File: config.mk
export PLATFORM = sky130hd
export DESIGN_NAME = vga_sync_gen
export DESIGN_NICKNAME = d
export VERILOG_FILES = /design/src/rtl/vga_sync_gen.sv
export SDC_FILE = /design/constraint.sdc
export NUM_CORES = 1
export LEC_CHECK = 0
export ABC_AREA = 1
export CAP_MARGIN = 0
export CORE_ASPECT_RATIO = 1.2
export CORE_MARGIN = 2
export CORE_UTILIZATION = 55
export CTS_BUF_LIST = sky130_fd_sc_hd__clkbuf_8
export CTS_CLUSTER_DIAMETER = 120
export DETAILED_ROUTE_END_ITERATION = 10
export PLACE_DENSITY = 0.82
export SETUP_SLACK_MARGIN = 0.15
export SYNTH_ARGS = -nofsm -noshare
export SYNTH_HDL_FRONTEND = slang
export SYNTH_SLANG_ARGS = --single-unit
File: constraint.sdc
create_clock -name clk -period 2.58 [get_ports clk]
set_clock_uncertainty 0.1 [all_clocks]
set_input_delay 0.387 -clock clk [delete_from_list [all_inputs] [get_ports clk]]
set_output_delay 0.387 -clock clk [all_outputs]
set_load 0.005 [all_outputs]
File: src/rtl/vga_sync_gen.sv
`default_nettype none
// ============================================================================
// Module      : vga_sync_gen
// Description : VGA timing generator. Advances a horizontal/vertical beam
//               position on each pixel clock-enable. It produces registered
//               hsync, vsync, video_on, line_start and frame_start. Each of
//               these describes the same position as the counters shown in
//               the same cycle.
// Revision    : 1.0 - initial release
// ============================================================================
module vga_sync_gen #(
  parameter int H_ACTIVE = 640,
  parameter int H_FP     = 16,
  parameter int H_SYNC   = 96,
  parameter int H_BP     = 48,
  parameter int V_ACTIVE = 480,
  parameter int V_FP     = 10,
  parameter int V_SYNC   = 2,
  parameter int V_BP     = 33,
  parameter bit HS_POL   = 1'b0,
  parameter bit VS_POL   = 1'b0
) (
  input  logic       clk,
  input  logic       rst,
  input  logic       pix_ce,
  output logic       hsync,
  output logic       vsync,
  output logic       video_on,
  output logic [9:0] horizontal_num,
  output logic [9:0] vertical_num,
  output logic       line_start,
  output logic       frame_start
);

  // Frame geometry
  localparam int c_H_TOTAL = H_ACTIVE + H_FP + H_SYNC + H_BP;
  localparam int c_V_TOTAL = V_ACTIVE + V_FP + V_SYNC + V_BP;

  // The counters are 10 bits wide, so a longer line or frame cannot be represented
  if (c_H_TOTAL > 1024 || c_H_TOTAL < 1) begin : g_bad_h_total
    $error("vga_sync_gen: H_TOTAL must be in 1..1024");
  end
  if (c_V_TOTAL > 1024 || c_V_TOTAL < 1) begin : g_bad_v_total
    $error("vga_sync_gen: V_TOTAL must be in 1..1024");
  end

  // Last count value of each axis (the wrap point)
  localparam logic [9:0]  c_H_LAST   = 10'(c_H_TOTAL - 1);
  localparam logic [9:0]  c_V_LAST   = 10'(c_V_TOTAL - 1);

  // Window bounds are 11 bits wide so a bound equal to 1024 stays exact
  localparam logic [10:0] c_H_ACT    = 11'(H_ACTIVE);
  localparam logic [10:0] c_HS_BEGIN = 11'(H_ACTIVE + H_FP);
  localparam logic [10:0] c_HS_END   = 11'(H_ACTIVE + H_FP + H_SYNC);
  localparam logic [10:0] c_V_ACT    = 11'(V_ACTIVE);
  localparam logic [10:0] c_VS_BEGIN = 11'(V_ACTIVE + V_FP);
  localparam logic [10:0] c_VS_END   = 11'(V_ACTIVE + V_FP + V_SYNC);

  logic [9:0] r_h;
  logic [9:0] r_v;
  logic       r_hsync;
  logic       r_vsync;
  logic       r_video_on;
  logic       r_line_start;
  logic       r_frame_start;

  logic        w_h_wrap;
  logic        w_v_wrap;
  logic [9:0]  w_h_next;
  logic [9:0]  w_v_next;
  logic [10:0] w_h_ext;
  logic [10:0] w_v_ext;
  logic        w_hs_window;
  logic        w_vs_window;
  logic        w_video_next;
  logic        w_hsync_next;
  logic        w_vsync_next;
  logic        w_line_next;
  logic        w_frame_next;

  // Next beam position and its decodes. Outputs are registered from the
  // next-state values, so they line up with the counters without any skew.
  always_comb begin
    w_h_wrap     = (r_h == c_H_LAST);
    w_v_wrap     = (r_v == c_V_LAST);
    w_h_next     = w_h_wrap ? 10'd0 : r_h + 10'd1;
    w_v_next     = r_v;
    if (w_h_wrap) begin
      w_v_next = w_v_wrap ? 10'd0 : r_v + 10'd1;
    end
    w_h_ext      = {1'b0, w_h_next};
    w_v_ext      = {1'b0, w_v_next};
    w_hs_window  = (w_h_ext >= c_HS_BEGIN) && (w_h_ext < c_HS_END);
    w_vs_window  = (w_v_ext >= c_VS_BEGIN) && (w_v_ext < c_VS_END);
    w_video_next = (w_h_ext < c_H_ACT) && (w_v_ext < c_V_ACT);
    w_hsync_next = w_hs_window ? HS_POL : ~HS_POL;
    w_vsync_next = w_vs_window ? VS_POL : ~VS_POL;
    w_line_next  = (w_h_next == 10'd0);
    w_frame_next = w_line_next && (w_v_next == 10'd0);
  end

  // Beam state. Reset parks the beam at the last back-porch position, so
  // the first pixel tick afterwards lands on (0,0). Pulses last one clk.
  always_ff @(posedge clk) begin
    if (rst) begin
      r_h           <= c_H_LAST;
      r_v           <= c_V_LAST;
      r_hsync       <= ~HS_POL;
      r_vsync       <= ~VS_POL;
      r_video_on    <= 1'b0;
      r_line_start  <= 1'b0;
      r_frame_start <= 1'b0;
    end else if (pix_ce) begin
      r_h           <= w_h_next;
      r_v           <= w_v_next;
      r_hsync       <= w_hsync_next;
      r_vsync       <= w_vsync_next;
      r_video_on    <= w_video_next;
      r_line_start  <= w_line_next;
      r_frame_start <= w_frame_next;
    end else begin
      r_line_start  <= 1'b0;
      r_frame_start <= 1'b0;
    end
  end

  assign hsync          = r_hsync;
  assign vsync          = r_vsync;
  assign video_on       = r_video_on;
  assign horizontal_num = r_h;
  assign vertical_num   = r_v;
  assign line_start     = r_line_start;
  assign frame_start    = r_frame_start;

endmodule
`default_nettype wire
Word-level counts from Yosys, hierarchy flattened. Index checks and enable logic that the tools add are counted.

Register bits: 25. Bits in latches: 0. Memory bits (writable): 0. Memory bits (read-only): 0. Bits of input ports: 3. Output and inout bits: 25. Word-level logic and storage cells: 30. Memories kept: 0.

Add/subtract/negate cells: 2. $mul: 0. Divide/modulo/power cells: 0. $lt $le $gt $ge: 6. Equal/unequal tests: 2. Shift operators: 0. Muxes and demuxes: 5. Bitwise gates (word level): 1. Reductions and logical operators: 7.

Operators with widths (count): $mux W10 (3); $add A10 B1 Y10 const B (2); $eq A10 B10 Y1 const B (2); $logic_not A10 Y1 (2); $lt A10 B10 Y1 const B (2); $lt A10 B9 Y1 const B (2); $ge A10 B10 Y1 const B (1); $ge A10 B9 Y1 const B (1); $logic_and A1 B1 Y1 (4); $mux W1 (2); $reduce_or A2 Y1 (1); $not A1 Y1 (1).

Logic depth before layout (Yosys ltp). Gate-level depths: netlist of run 1.

Depth in word-level cells: 6. Gate-level depth with buffers: 13. Depth with buffers taken out: 13.

Worst setup path after synthesis of run 1. Ideal clock, no wire load.

Kind: reg2reg. Start: register r_h[0] (netlist: horizontal_num[0]). End: register r_vsync (netlist: vsync). Library setup time: 0.115 ns. Arrival: 1.664 ns. Data required time: 2.365 ns. Path slack: 0.701 ns. Cell stages (with the launch flop): 14. Path buffers: 1. Period minus slack after synthesis: 1.879 ns. Cell sequence: dfxtp_1 -> ha_1 -> nand2_2 -> nor2_8 -> inv_4 -> nor2_8 -> buf_8 -> nand3_2 -> nand2_1 -> nand2_1 -> nor3_2 -> nand2_1 -> nand2_1 -> nand2_1.

Longest elaborated chain between the ends: 5. Elaborated cells between the ends (all ways): 6. Classes of those cells: order compare: 2; eq/ne: 1; mux: 2; reduce/logical: 1.

Ends and longest elaborated chain: from (decl) (RTL line 59) `logic [9:0] r_h;`; from (signal assigned) (RTL line 106) `r_h <= c_H_LAST;`; from (signal assigned) (RTL line 114) `r_h <= w_h_next;`; $eq A10 B10 Y1 (*) (RTL line 84) `w_h_wrap = (r_h == c_H_LAST);`; $mux W10 (*) (RTL line 88) `if (w_h_wrap) begin`; $ge A10 B9 Y1 or $lt A10 B9 Y1 (tied branches) (RTL line 94) `w_vs_window = (w_v_ext >= c_VS_BEGIN) && (w_v_ext < c_VS_END);`; $logic_and A1 B1 Y1 (*) (RTL line 94); $mux W1 (*) (RTL line 97) `w_vsync_next = w_vs_window ? VS_POL : ~VS_POL;`; to (signal assigned) (RTL line 109) `r_vsync <= ~VS_POL;`; to (signal assigned) (RTL line 117) `r_vsync <= w_vsync_next;`; to (decl) (RTL line 62) `logic r_vsync;`.

Mark *: on every way between the ends. The rest lies on a longest branch, timed or not. A chain may end at the register's enable or synchronous reset.

Final worst setup path of run 1.
Start: register r_h[0] (netlist: horizontal_num[0]). End: register r_frame_start (netlist: frame_start).

Longest elaborated chain between the ends: 4. Elaborated cells between the ends (all ways): 7. Classes of those cells: add/sub: 1; eq/ne: 1; mux: 2; reduce/logical: 3.

Ends and longest elaborated chain: $add A10 B1 Y10 or $eq A10 B10 Y1 (tied branches) (RTL line 86, 84); $mux W10 (on tied branches) (RTL line 86, 88); $logic_not A10 Y1 (on tied branches) (RTL line 98, 99); $logic_and A1 B1 Y1 (*) (RTL line 99) `w_frame_next = w_line_next && (w_v_next == 10'd0);`; to (signal assigned) (RTL line 120) `r_frame_start <= w_frame_next;`; to (decl) (RTL line 65) `logic r_frame_start;`.

Marked as above.

==> key figures, run 1 <==
Critical path
  – Worst EP required: roughly 2.7 ns
  – Worst EP arrival: around 2.2 ns
  – Setup CP Type: reg2reg
  – Crit path max fanout: 10
  – Startpoint types: register
  – Crit end category: register

Die
  – Ports: 28
  – Die H: 65.4 µm
  – Row count: 22
  – Die W: between 50 and 60 µm
  – Die area: 3610 µm²
  – Core Box Area: 3030 µm²
  – Initial core utilization: 57.1%

Logic synthesis
  – Yosys warns: 0
  – #FFs+latches synth: 25
  – Synthesized area: 1730 µm²
  – Cells after Synth: roughly 280
  – Syn_area_per_cell: 6.11 µm²
  – Post-synth top area share: 29.0%
  – Post-synthesis sequential area ratio: 29.0%
  – Synth Net Count: roughly 290
  – Top cells by area, synth: dfxtp_1 29%, nand2_1 17%, inv_1 9.1%
  – Yosys cell types: 26
  – Cell taking the most area after synthesis: dfxtp_1

CTS
  – TritonCTS clock tree: yes
  – Total CTS buffers: 3
  – Clk_lat worst skew: 0.27 ns
  – Post-CTS sizing: 0
  – H-tree Lvls: 1
  – Post-CTS Setup Bufs: 0
  – Root Buffer: clkbuf_8
  – CTS max path bufs: 2
  – Sinks on Clock Net: 25
  – Hold buffer count at CTS: 0
  – Clk slew on worst S/H paths: ~0.09 ns

Run status
  – Status: complete, no violations

Timing
  – Slew Viols, Final: 0
  – Final hold viol count: 0
  – Min cycle time layout: 2.08 ns
  – Achievable frequency: 481 MHz
  – Relative slew slack: 71.2%
  – RSZ-0062 raised after global routing: no
  – Actual slew at the worst max-slew pin: 0.432 ns
  – Sum Neg Setup Slack: 0 ns
  – Tcrit/Tclk final: 80.6%
  – Setup violations, final: 0

Global route
  – Vias in the first global route: 1673
  – Initial antenna violation count: 0
  – GRT Resource Usage Total: ~27%
  – GRT Residual Overflow: 0
  – First-pass GRT wire length: 7260 µm
  – Largest net degree at the start of global routing: 20

Layout
  – # diodes: 0
  – Post-Route Utilization: between 60% and 70%
  – Cell area after layout: 2070 µm²
  – Fin nets: 316
  – Area Overhead vs Synth: 19.8%
  – Layout cells sized above 1: about 6.5%
  – Fill cells: 290

Pwr
  – Worst ir drop on vdd: around 0.00035 V
  – Pwr Total: 1000 µW
  – LEAKAGE: 1.05 nW
  – PwrDens: 483 nW/µm²

Routing
  – Initial drt markers: 58
  – Routed wire length: 4320 µm
  – DR DRC count: 0
  – Routed Antenna Nets: 0
  – Vias per cell: 5.46
  – Via count: 1885
  – Drt first pass iters: 4
  – Wire per inst: 12.5 µm

Placed design
  – HPWL after detailed placement: 3200 µm
  – RD Place Congestion: ~0.89
  – DP Area: 2020 µm²
  – Buffers on Ports: 27

Run
  – Max cap viols: 0

Worst hold path
  – Min-delay worst type: reg2reg
-- worst paths after layout --
kind / from / endpoint / slack, ns / cells after the start
worst min-delay path: video_on$_SDFFE_PP0P_ / video_on$_SDFFE_PP0P_ / 0.37 / 2
worst max-delay path: horizontal_num[0]$_SDFFE_PP1P_ / frame_start$_SDFF_PP0_ / 0.50 / 9
worst min register to register: video_on$_SDFFE_PP0P_ / video_on$_SDFFE_PP0P_ / 0.37 / 2
worst max register to register: horizontal_num[0]$_SDFFE_PP1P_ / frame_start$_SDFF_PP0_ / 0.50 / 9
-- metrics by stage --
| step | hold slack (ns) | cells | worst slack [ns] |
|---|---|---|---|
| floorplan | 0.362 | 283 | 0.701 |
| global placement | 0.358 | 341 | 0.577 |
| detailed placement | 0.360 | 341 | 0.528 |
| CTS | 0.372 | 345 | 0.505 |
| global route | 0.423 | 345 | 0.263 |
| finish | 0.371 | 345 | 0.501 |
-- worst max-delay path, cell delays in order (launching register included) --
cell	delay [ns]
dfxtp_1	0.42
ha_1	0.21
nand2_2	0.11
nor2_8	0.20
nand2_2	0.18
o21ai_0	0.32
nand3_1	0.12
nor2_1	0.16
nand3_1	0.12
nor2_1	0.09
-- kinds of logic (layout without fill, tap and decap cells) --
group	count (synthesis)	after routing	share of synthesized area [%]
and+or+nand+nor	157	157	42.2
xor gates and xnor gates	2	2	1.01
adders and majority gates	3	3	2.17
DFF	25	25	29.0
AOI/OAI and AO/OA	44	44	13.5
buffers and inverters	52	78	12.2
-- per-layer routing --
metal / global-route usage (%) / part of all wire [%]
met5: 0 / 0
met4: 9.45 / 2.0
met3: 3.41 / 5.9
met2: 43.8 / 50
met1: 35.5 / 43
-- registers in the layout (all words and copies together), names as in the netlist --
signal,count
frame_start,1
horizontal_num,10
hsync,1
video_on,1
vertical_num,10
line_start,1
vsync,1
-- where the power goes --
group / switching, mW / internal, mW
Sequential: 0.0435 / 0.413
Combinational: 0.184 / 0.126
Clock: 0.125 / 0.108
Total: 0.352 / 0.647
-- cell usage after synthesis --
cell type and number:
ha_1 3, nand2_2 4, inv_4 1, nand3_2 2
inv_1 42, o21ai_0 18, nor3_2 2, o31ai_1 2
o21bai_1 1, nand3_1 27, nand4_1 13, inv_2 1
nor2_8 2, dfxtp_1 25, nor3_1 3, nand2_1 79
buf_8 1, xor2_1 2, o211ai_1 1, or2_2 1
clkbuf_1 6, o21ai_1 1, a211oi_1 1, a21oi_1 20
buf_2 1, nor2_1 24
-- cell type report --
cell class / instances / area [µm²] / share of cell area [%]
multi-input combinational: 206 / 1020 / 49.2
sequential: 25 / 500 / 24.2
tap: 36 / 45.0 / 2.18
timing repair buffer: 30 / 293 / 14.1
clock inverter: 1 / 5.00 / 0.242
inverter: 44 / 168 / 8.10
clock buffer: 3 / 41.3 / 2.00
-- cells in the final DEF (no fill, tap or decap), types with 4 or more instances in the layout --
| cell | instances |
|---|---|
| nor2_1 | 24 |
| a21oi_1 | 20 |
| nand3_1 | 27 |
| dfxtp_1 | 25 |
| clkdlybuf4s50_1 | 27 |
| nand2_1 | 79 |
| o21ai_0 | 18 |
| inv_1 | 42 |
| nand2_2 | 4 |
| nand4_1 | 13 |
No activity file was read; power rests on OpenSTA's default activity.
==> inputs of run 2 (changes only) <==
==> constraint.sdc (replaced) <==
create_clock -name clk -period 1.95 [get_ports clk]
set_clock_uncertainty 0.1 [all_clocks]
set_input_delay 0.2925 -clock clk [delete_from_list [all_inputs] [get_ports clk]]
set_output_delay 0.2925 -clock clk [all_outputs]
set_load 0.005 [all_outputs]
==> key figures, run 2 (synthesis gave the netlist of run 1 again) <==
Timing
  – Final hold viol count: 0 (unchanged)
  – RSZ-0062 raised after global routing: yes
  – Tcrit/Tclk final: 98.8% (+18 points)
  – Relative slew slack: 79.9% (+8.7 points)
  – Setup violations, final: 0 (unchanged)
  – Actual slew at the worst max-slew pin: 0.299 ns (-0.133 ns)
  – Min cycle time layout: 1.93 ns (-0.153 ns)
  – Slew Viols, Final: 0 (unchanged)
  – Post-route setup slack: 0.0242 ns (-0.477 ns)
  – Achievable frequency: 519 MHz (+8.0%)

Layout
  – Cell area after layout: 2420 µm² (+17%)
  – Fin nets: 338 (+7.0%)
  – Fill cells: 225 (-22%)
  – # diodes: 0 (unchanged)
  – Area Overhead vs Synth: 40.0%
  – Register area: 523 µm² (+4.5%)
  – Multi-input gate area in the final layout: 1180 µm² (+16%)
  – Most common cell after layout, fill and taps aside: nand2_1
  – Layout cells sized above 1: 23.9% (+17 points)
  – Most frequent cells in the layout: 74 x nand2_1, 42 x inv_1, 27 x clkdlybuf4s50_1

Pwr
  – Worst ir drop on vdd: 0.000539 V (+55%)
  – LEAKAGE: 1.18 nW (+12%)
  – PwrDens: 619 nW/µm² (+28%)

CTS
  – Clk slew on worst S/H paths: 0.09 ns (about the same)
  – TritonCTS clock tree: yes
  – Root Buffer: clkbuf_8
  – Clk_lat worst skew: 0.27 ns (about the same)
  – Sinks on Clock Net: 25 (unchanged)
  – CTS max path bufs: 2 (unchanged)
  – Total CTS buffers: 3 (unchanged)
  – H-tree Lvls: 1 (unchanged)

Critical path
  – Worst EP required: 2.01 ns (-0.69 ns)
  – Reg2reg start: horizontal_num[1]$_SDFFE_PP1P_
  – Worst-case reg-to-reg path depth: 12 (+3)
  – Worst EP arrival: 1.99 ns (-0.20 ns)
  – Reg2Reg Capture Point: vsync$_SDFFE_PP1P_
  – Crit end category: register
  – Worst Setup EP: vsync$_SDFFE_PP1P_
  – Flop-to-flop setup slack: 0.02 ns (-0.48 ns)
  – Setup crit start: horizontal_num[1]$_SDFFE_PP1P_
  – Crit path max fanout: 5 (-5)
  – Setup CP Type: reg2reg
  – Startpoint types: register

Global route
  – Vias in the first global route: 1826 (+9.1%)
  – Initial antenna violation count: 0 (unchanged)
  – Met2 Track Usage GR: 51.9% (+8.2 points)
  – GRT Resource Usage Total: 30.0% (+3.2 points)
  – GRT Residual Overflow: 0 (unchanged)
  – GR Util met3: 4.55% (+1.1 points)
  – Largest net degree at the start of global routing: 17 (-15%)
  – GR Util met1: 35.4% (-0.050 points)
  – First-pass GRT wire length: 7940 µm (+9.4%)
  – Global route hottest layer: met2

Routing
  – DR DRC count: 0 (unchanged)
  – Routed wire length: 5530 µm (+28%)
  – Routed Antenna Nets: 0 (unchanged)
  – Drt first pass iters: 7 (+3)
  – Via count: 2137 (+13%)
  – Wire per inst: 15.1 µm (+20%)
  – Initial drt markers: 129 (+120%)
  – Vias per cell: 5.82 (+6.6%)

Placed design
  – HPWL after detailed placement: 3510 µm (+9.7%)
  – Pre-CTS WS: 0.0246 ns (-0.504 ns)
  – RD Place Congestion: 0.914 (+2.5%)
  – DP Area: 2130 µm² (+5.1%)
  – Buffers on Ports: 27 (unchanged)

Die
  – Initial core utilization: 57.1% (unchanged)
  – Die area: 3610 µm² (unchanged)
  – Die H: 65.4 µm (unchanged)
  – Ports: 28 (unchanged)
  – Core Box Area: 3030 µm² (unchanged)
  – Die W: 55.2 µm (unchanged)
  – Row count: 22 (unchanged)

Worst hold path
  – Min-delay worst type: reg2reg

Run status
  – Status: complete, no violations

Run
  – Max cap viols: 0 (unchanged)
[run 2: cell types whose count changed in the layout (fill, tap and decap cells not counted), moves of 3 or more]
cell     previous run  this run
buf_4               3        21
dfxtp_1            25        15
nor2_1             24        14
nor2_2              0         9
nand3_1            27        20
dfxtp_2             0         6
nand2_1            79        74
nand3_2             2         7
dfxtp_4             0         4
ha_1                3         0
nand2_2             4         7
nor2_4              0         3
[run 2: cell type report]
type / instances / area share, %
Multi-Input combinational cell: 208 / 48.9
Sequential cell: 25 / 21.6
Timing Repair Buffer: 50 / 18.6
Inverter: 44 / 7.14
Tap cell: 36 / 1.86
Clock buffer: 3 / 1.71
Clock inverter: 1 / 0.155
[run 2: metrics by stage]
stage	hold slack (ns)	total power, mW	utilization, %	cells	setup TNS [ns]
final	0.372	1.50	79.9	367	0
after global routing	0.414	1.58	79.9	367	-0.0311
after CTS	0.371	1.42	75.2	362	0
after detailed placement	0.360	1.06	70.2	354	0
after global placement	0.358	1.06	70.2	354	0
after floorplan	0.362	0.885	-	283	0
[run 2: where the power goes]
part / switching [mW] / internal (mW) / total [mW]
logic: 0.340 / 0.247 / 0.588
clock network: 0.170 / 0.141 / 0.311
registers: 0.0520 / 0.548 / 0.600
total: 0.562 / 0.937 / 1.50
[run 2: critical path, stage by stage (launching register included)]
cell,delay [ns]
dfxtp_4,0.38
ha_4,0.15
nand2_4,0.07
nor2_8,0.13
inv_8,0.06
nor2_4,0.17
nand3_1,0.18
nand2_1,0.14
nand4_1,0.10
nor2_1,0.11
nand2_1,0.07
nand2_1,0.08
nand2_1,0.06
[run 2: layer usage]
metal	wire length, µm	share of wire (%)	up-vias
li1	-	-	1021
met1	2200	40	979
met2	2750	50	110
met3	358	6.5	27
met4	222	4.0	0
met5	0	0	-
[run 2: how the worst min path moves through the flow]
| stage | from | to | slack [ns] | cells past startpoint |
|---|---|---|---|---|
| global placement | video_on$_SDFFE_PP0P_ | video_on$_SDFFE_PP0P_ | 0.36 | 2 |
| global route | horizontal_num[0]$_SDFFE_PP1P_ | horizontal_num[0]$_SDFFE_PP1P_ | 0.41 | 1 |
| detailed placement | video_on$_SDFFE_PP0P_ | video_on$_SDFFE_PP0P_ | 0.36 | 2 |
| floorplan | video_on$_SDFFE_PP0P_ | video_on$_SDFFE_PP0P_ | 0.36 | 2 |
| CTS | video_on$_SDFFE_PP0P_ | video_on$_SDFFE_PP0P_ | 0.37 | 2 |
| finish | video_on$_SDFFE_PP0P_ | video_on$_SDFFE_PP0P_ | 0.37 | 2 |
[run 2: repair_timing]
action                     4_1_cts  5_1_grt
hold buffers                     0        0
buffers inserted                 2        5
pin swaps                        3       13
setup endpoints to repair        7        8
resized for setup               19       33
gates cloned                     2        0
==> variant: new RTL, settings of run 2 <==
The parameter `VS_POL` goes from 1'b0 to 1'b1.
--- a/src/rtl/vga_sync_gen.sv
+++ b/src/rtl/vga_sync_gen.sv
@@ -20,3 +20,3 @@
   parameter bit HS_POL   = 1'b0,
-  parameter bit VS_POL   = 1'b0
+  parameter bit VS_POL   = 1'b1
 ) (
Formal check against the unedited RTL: not equivalent (Yosys sat finds a counterexample within 4 cycles, from zero or initial values and one cycle with rst high).
==> variant against run 2 <==
- wire length shrank 7.6%
- design area decreased by 2.3%
- combinational power down 6.3%
- maximum frequency increased by 1.4%
- area after synthesis decreased by 0.29%
- clock power grew 3%
- power fell by 2.2%
- worst hold slack about the same
- setup slack improved by 0.026 ns
- sequential cell count unchanged
- via count shrank 6.2%
- sequential power shrank 0.8%
- die area down 0.27%
==> variant: results (changes against run 2) <==
[detailed_routing]
drt-pass1-iter-count=4  ; was 7
detail_route.wl_per_cell_um=14.2  ; was 15.1 um
drt-initial-drc-count=67  ; was 129
num_vias=2005  ; was 2,137

[power_and_ir_drop]
pg_clk_uw=320  ; was 311 uW
peakVddDrop_uv=402  ; was 539 uV
p_leak_nw=1.15  ; was 1.18 nW
power_switching_uw=532  ; was 562 uW
power_frac_clock_pct=21.8  ; was 20.7%
comb_power_share_pct=37.6  ; was 39.2%

[synth]
synth.net_count=280  ; was 289
netlist_instances=274  ; was 283
ys_top_cells_by_area=dfxtp_1, nand2_1, inv_1  ; unchanged
seq_area_frac_synth_pct=29.0  ; about the same
synthTopCellsByCount=nand2_1, inv_1, dfxtp_1, nor2_1, nand3_1  ; was nand2_1, inv_1, nand3_1
yosysUniqueCellTypes=30  ; was 26

[layout]
clock_area_share_pct=1.96  ; was 1.86%
area_growth_pct=37.3  ; was 40.0%
num-fill-cells=249  ; was 225
multi_input_area_share_pct=48.0  ; was 48.9%
nonClkBufAreaFrac_pct=20.2  ; was 18.6%
final_cell_count_no_fill=361  ; was 367
num-multi-input-gates=204  ; was 208
drive_gt1_share_pct=24.3  ; was 23.9%
final_nets=332  ; was 338
buffers_excl_clock=53  ; was 50
n_all_inverters=39  ; was 44
seq_area_share_pct=21.7  ; was 21.6%

[global_routing]
gr-usage-met1_pct=35.5  ; was 35.4%
grt_pass1_vias=1821  ; was 1,826
grt_usage_pct=30.7  ; was 30.0%
gr-usage-met3_pct=5.23  ; was 4.55%
grt_pass1_wl_um=8110  ; was 7940 um
grt_max_degree=15  ; was 17

[clocking]
cts_setup_buffers=6  ; was 2
cts_resized=23  ; was 19

[placed_design]
dp_cells=348  ; was 354
dp_slack_ns=-0.0362  ; was 0.0246 ns
placed_area_um2=2120  ; was 2130 um2
detailed_place_hpwl_um=3480  ; was 3510 um
gp_congestion=0.928  ; was 0.914

[timing]
fmax_mhz=526  ; was 519 MHz
maxSlewHeadroom_pct=80.3  ; was 79.9%

[setup_path]
slowest_delay_ns=0.36  ; was 0.38 ns
cp-startpoint=horizontal_num[0]  ; was horizontal_num[1]
r2r_setup_slack_ns=0.05  ; was 0.02 ns
path_max_fanout=8  ; was 5
crit_arrival_ns=2.01  ; was 1.99 ns
slowest_stage=dfxtp_2  ; was dfxtp_4
r2r_start=horizontal_num[0]  ; was horizontal_num[1]
endpoint=vsync  ; unchanged

[status]
status=completed  ; unchanged

==> variant: worst min path at each step <==
| stage | slack (ns) | endpoint | from |
|---|---|---|---|
| after floorplan | 0.29 | horizontal_num[9] | rst |
| after global placement | 0.36 | hsync | hsync |
| after detailed placement | 0.36 | hsync | hsync |
| after CTS | 0.38 | video_on | video_on |
| after global routing | 0.40 | video_on | video_on |
| final | 0.37 | video_on | video_on |
==> variant: per-layer routing <==
metal / share of wire, % / wire length, um / up-vias
met2: 51 / 2590 / 86
met1: 40 / 2020 / 903
met5: 0 / 0 / -
met3: 5.1 / 262 / 26
li1: - / - / 990
met4: 4.7 / 238 / 0
==> variant: cells by family after synthesis <==
| group | share of synthesized area, % |
|---|---|
| compound gates | 14.1 |
| simple gates | 41.8 |
| flops | 29.0 |
| fa+ha+maj | 2.18 |
| buf+inv | 11.8 |
| xor+xnor | 1.02 |
